## src/rtl/top_intr_pkg.sv

```systemverilog
// Shared types and constants for the interrupt demonstration core.
package top_intr_pkg;

    typedef enum logic {
        ST_RUN = 1'b0,
        ST_ISR = 1'b1
    } state_t;

    localparam int          NUM_SRC         = 2;
    localparam logic [1:0]  CAUSE_T0        = 2'd0;
    localparam logic [1:0]  CAUSE_T1        = 2'd1;
    localparam logic [31:0] VECTOR_BASE_DEF = 32'h0000_0180;

endpackage

```

## src/rtl/intr_timer.sv

```systemverilog
// Free-running interval timer. The tick is high during the cycle whose
// closing edge wraps the counter, so the consumer registers the event on that edge.
module intr_timer #(
    parameter int PERIOD = 16
) (
    input  logic clk,
    input  logic reset,
    output logic tick
);

    localparam int CW = (PERIOD > 2) ? $clog2(PERIOD) : 1;

    logic [CW-1:0] cnt;

    assign tick = (cnt == CW'(PERIOD - 1));

    always_ff @(posedge clk or negedge reset) begin
        if (!reset) begin
            cnt <= '0;
        end else if (tick) begin
            cnt <= '0;
        end else begin
            cnt <= cnt + CW'(1);
        end
    end

endmodule

```

## src/rtl/top_intr.sv

```systemverilog
// Interrupt lab top: two timers, sticky pending bits, fixed-priority
// arbitration and a PC-stub sequencer that vectors, runs a fixed ISR and returns.
module top_intr
    import top_intr_pkg::*;
#(
    parameter int              PC_W        = 32,
    parameter logic [PC_W-1:0] RESET_PC    = '0,
    parameter logic [PC_W-1:0] VECTOR_BASE = PC_W'(VECTOR_BASE_DEF),
    parameter int              T0_PERIOD   = 16,
    parameter int              T1_PERIOD   = 40,
    parameter int              ISR_LEN     = 4
) (
    input  logic               clk,
    input  logic               reset,
    output logic [PC_W-1:0]    pc,
    output logic [PC_W-1:0]    epc,
    output logic [1:0]         cause,
    output logic               in_isr,
    output logic               irq_ack,
    output logic [NUM_SRC-1:0] pending,
    output logic               ie
);

    localparam int IW = (ISR_LEN > 2) ? $clog2(ISR_LEN) : 1;

    state_t               state;
    logic [IW-1:0]        isr_cnt;
    logic [NUM_SRC-1:0]   tick;
    logic [NUM_SRC-1:0]   clr;
    logic [NUM_SRC-1:0]   pend_nxt;
    logic                 take;
    logic                 id;
    logic [PC_W-1:0]      vector;

    for (genvar g = 0; g < NUM_SRC; g++) begin : g_tmr
        localparam int P = (g == 0) ? T0_PERIOD : T1_PERIOD;
        intr_timer #(.PERIOD(P)) u_tmr (
            .clk   (clk),
            .reset (reset),
            .tick  (tick[g])
        );
    end

    // Timer0 wins: pick bit 0 whenever it is set.
    always_comb begin
        take   = (state == ST_RUN) && ie && (pending != '0);
        id     = ~pending[0];
        vector = VECTOR_BASE + (PC_W'(id) << 3);
        clr    = '0;
        if (take) clr[id] = 1'b1;
        // A tick landing on the clearing edge keeps the bit set.
        pend_nxt = (pending & ~clr) | tick;
    end

    always_ff @(posedge clk or negedge reset) begin
        if (!reset) begin
            state   <= ST_RUN;
            pc      <= RESET_PC;
            epc     <= '0;
            cause   <= CAUSE_T0;
            in_isr  <= 1'b0;
            irq_ack <= 1'b0;
            pending <= '0;
            ie      <= 1'b1;
            isr_cnt <= '0;
        end else begin
            pending <= pend_nxt;
            irq_ack <= 1'b0;
            case (state)
                ST_RUN: begin
                    if (take) begin
                        epc     <= pc;
                        pc      <= vector;
                        cause   <= {1'b0, id};
                        ie      <= 1'b0;
                        in_isr  <= 1'b1;
                        isr_cnt <= '0;
                        irq_ack <= 1'b1;
                        state   <= ST_ISR;
                    end else begin
                        pc <= pc + PC_W'(4);
                    end
                end
                ST_ISR: begin
                    if (isr_cnt == IW'(ISR_LEN - 1)) begin
                        pc     <= epc;
                        ie     <= 1'b1;
                        in_isr <= 1'b0;
                        state  <= ST_RUN;
                    end else begin
                        pc      <= pc + PC_W'(4);
                        isr_cnt <= isr_cnt + IW'(1);
                    end
                end
                default: state <= ST_RUN;
            endcase
        end
    end

endmodule

```

## config.mk

```make
export PLATFORM = sky130hd
export DESIGN_NAME = top_intr
export DESIGN_NICKNAME = d
export VERILOG_FILES = /design/src/rtl/top_intr_pkg.sv /design/src/rtl/intr_timer.sv /design/src/rtl/top_intr.sv
export SDC_FILE = /design/constraint.sdc
export NUM_CORES = 1
export LEC_CHECK = 0
export ABC_AREA = 1
export CAP_MARGIN = 30
export CORE_ASPECT_RATIO = 1.5
export CORE_UTILIZATION = 40
export DETAILED_ROUTE_END_ITERATION = 8
export REMOVE_ABC_BUFFERS = 1
export SLEW_MARGIN = 20
export SYNTH_ARGS = -nofsm -noshare
export SYNTH_HDL_FRONTEND = slang
export SYNTH_SLANG_ARGS = --single-unit
```

## constraint.sdc

```tcl
create_clock -name clk -period 3.21 [get_ports clk]
set_input_delay 0.4815 -clock clk [delete_from_list [all_inputs] [get_ports clk]]
set_output_delay 0.4815 -clock clk [all_outputs]
set_load 0.005 [all_outputs]
```

==> metrics.log <==
INFO  metric area_share_of_xor_xnor_cells_in_the_synthesized_design = 0.891%
INFO  metric rsz0062_at_grt = false
INFO  metric design_area = 5080 um^2
INFO  metric sinks_on_clock_net = 83
INFO  metric drt_drc_violations_left = 0
INFO  metric first_global_vias = 3409
INFO  metric synthesis.area = 3930 um^2
INFO  metric timing.fmax = 485 MHz
INFO  metric grt_antenna_before_repair = 0
INFO  metric place_area = 4760 um^2
INFO  metric timing.final.crit_share = 64.2%
INFO  metric synth-main-ff-cell = dfrtp_1
INFO  metric clkTransAtPathRegs = 0.06 ns
INFO  metric critPathLaunchType = flip-flop
INFO  metric place.port_buffers = 71
INFO  metric grt_start_max_net_pins = 62
INFO  metric place_congestion = 0.790
INFO  metric period_minus_slack = 2.06 ns
INFO  metric holdBufCountCts = 0
INFO  metric post_drt_wl_per_cell = 13.9 um
INFO  metric setup.worst_path.end_class = flip-flop
INFO  metric outcome = finished, final reports clean
INFO  metric cp_max_fo = 34
INFO  metric multi_input_logic_area = 1590 um^2
INFO  metric arrival = 2.33 ns
INFO  metric startpoint = isr_cnt[0]$_DFFE_PN0P_
INFO  metric synth_top_area_share = 52.2%
INFO  metric grt_pass1_wl = 16.4 mm
INFO  metric post_synth_edffs = 0
INFO  metric r2r-start = isr_cnt[0]$_DFFE_PN0P_
INFO  metric totalPowerFinal = 2200 uW
INFO  metric timing.critical_path.required = 3.48 ns
INFO  metric post_synth_and_or_nand_nor_area_fraction = 29.0%
INFO  metric timing.rr.end = pc[10]$_DFF_PN0_
INFO  metric vdd.ir_drop.worst = 0.324 mV
INFO  metric maxCapViolations = 0
INFO  metric post_cts_setup_buffers = 0
INFO  metric placement_rows = 44
INFO  metric timing.setup.tns = 0 ns
INFO  metric report.final.slew_viol_count = 0
INFO  metric synth-seq-cells = 83
INFO  metric synth.yosys.warnings = 0
INFO  metric power-per-cell-area = 432 nW/um^2
INFO  metric design.final.nets = 579
INFO  metric deepest_clock_path_buffer_count = 2
INFO  metric post_synth_inst_count = 502
INFO  metric vias = 3422
INFO  metric timing_worst_slew_pin_value = 0.600 ns
INFO  metric first_drt_pass_iteration_count = 6
INFO  metric globalRouteOverflowTotal = 0
INFO  metric maxSlewHeadroom = 59.9%
INFO  metric min_path_type = primary input to async pin
INFO  metric dpl.hpwl = 6.84 mm
INFO  metric synth.area.top_cells = dfrtp_1 52%, nand2_1 17%, o21ai_0 6.1%
INFO  metric syn2layout_area_growth = 29.3%
INFO  metric totalWireLength = 9.64 mm
INFO  metric tritoncts = built
INFO  metric arithmetic_cell_share_of_the_synthesized_area_counting_full_adders_half_adders_and_majority_gates = 1.27%
INFO  metric synth_cell_type_count = 27
INFO  metric p_leak = 0.00237 uW
INFO  metric reg2regPathDepth = 8
INFO  metric avgSynthCellArea = 7.84 um^2
INFO  metric design.die.area = 10200 um^2
INFO  metric setup.worst_path.class = flip-flop to flip-flop
INFO  metric final-setup-viol-count = 0
INFO  metric ff2ff_setup_slack = 1.15 ns
INFO  metric cts_root_buffer = clkbuf_16
INFO  metric fp.dieH = 123 um
INFO  metric maximum_level_of_the_cts_h_tree = 3
INFO  metric seq_area_frac_synth = 52.8%
INFO  metric floorplan.io_pins = 73
INFO  metric final-hold-violation-count = 0
INFO  metric antennaDiodeCount = 0
INFO  metric clk_latency = 0.34 ns
INFO  metric compound_gate_portion_of_the_synthesized_area = 9.10%
INFO  metric drt.antenna.violating_nets = 0
INFO  metric synth_top_cell_by_area = dfrtp_1
INFO  metric grtUsageTotal = 20.4%
INFO  metric finalClockSkew = 0.00973 ns
INFO  metric layout.area.seq = 2080 um^2
INFO  metric coreArea = 9630 um^2
INFO  metric cts_inserted_buffers = 9
INFO  metric combinational_family_with_the_most_area_after_synthesis = simple AND/OR/NAND/NOR gates
INFO  metric floorplan.initialDensity = 40.8%
INFO  metric share_of_final_layout_standard_cells_stronger_than_drive_strength_1 = 6.92%
INFO  metric die_w = 83.0 um
INFO  metric layout.filler_cells = 915
INFO  metric async_flop_share = 100%
INFO  metric detail_route.iter0.violations = 224
INFO  metric route.detailed.vias_per_inst = 4.94
INFO  metric postCtsResizedCells = 0
INFO  metric muxShareOfSynthArea = 0%
-- worst max-delay path: stages (launching register included) --
cell and delay [ns]:
dfrtp_1 0.39, ha_1 0.21, nand2_1 0.09, inv_2 0.24, nor2_1 0.46, inv_1 0.26, a21oi_1 0.15, o21ai_0 0.10
nand2_1 0.08
-- cell usage in the layout, fill, tap and decap left out, types with 3 or more instances in the layout --
cell type / count
clkbuf_16: 9
clkdlybuf4s50_1: 70
inv_1: 50
a21oi_1: 10
nor2_2: 6
nand4_1: 4
o21ai_1: 9
nand2_2: 6
clkinv_2: 3
nand2_1: 175
o21ai_0: 48
nor2_1: 48
xor2_1: 3
nor2_4: 3
buf_4: 3
nand3_1: 27
dfrtp_1: 82
ha_1: 4
-- routing by layer --
layer,GRT usage [%],share of wire [%],vias up
li1,-,-,1716
met1,23.5,42,1623
met2,37.6,53,71
met3,3.74,3.3,12
met4,7.65,1.5,0
met5,0,0,-
-- cell families (layout without fill, tap and decap cells) --
logic type	after synthesis	after routing
other cells	1	1
flops	83	83
simple gates	274	274
compound gates	70	70
xor+xnor	4	4
fa+ha+maj	4	4
buf+inv	66	142
-- per-stage QoR --
step,setup WS (ns),util [%],cells,hold WS (ns)
floorplan,0.734,-,488,0.186
global placement,1.24,49.1,676,0.444
detailed placement,1.13,49.4,677,0.471
CTS,1.09,52.8,693,0.148
global route,0.889,52.8,693,0.168
finish,1.15,52.8,693,0.125
-- power breakdown --
part | switching, uW | total [uW] | internal, uW
registers | 0 | 1050 | 1050
logic | 20.7 | 25.0 | 4.26
clock network | 408 | 1130 | 719
total | 429 | 2200 | 1770
-- flip-flops by register name, summed over array words and instances (netlist names), 2 cells and up --
signal and cells:
pending 2, epc 32, isr_cnt 2, pc 32
g_tmr.u_tmr.cnt 10
-- synthesized netlist by cell type, types with 2 or more instances --
cell type and number:
nand2_1 175, dfrtp_1 82, nor2_4 3, a21oi_1 10, nand4_1 4, o21ai_0 48
clkbuf_1 8, ha_1 4, o211ai_1 2, inv_2 2, nand3_2 2, o21ai_1 9
nor3_1 2, nand2_2 6, xor2_1 3, nor2_2 6, buf_2 3, buf_4 2
nand3_1 27, nor2_1 48, inv_1 50
-- worst max-delay path by stage --
stage	to	slack, ns	cells past startpoint
6_report	pc[10]$_DFF_PN0_	1.15	8
4_1_cts	pc[10]$_DFF_PN0_	1.09	8
2_1_floorplan	pc[12]$_DFF_PN0_	0.73	9
3_3_place_gp	pc[13]$_DFF_PN0_	1.24	8
3_5_place_dp	pc[10]$_DFF_PN0_	1.13	8
5_1_grt	pc[13]$_DFF_PN0_	0.89	8
-- cell type report --
cell class                 count  share of cell area, %
sequential                    83                   40.9
multi-input combinational    353                   31.2
timing repair buffer          74                   14.8
clock buffer                  11                   4.97
inverter                      52                   3.84
tap                          115                   2.83
clock inverter                 5                   1.48
(Power assumes the default switching activity.)
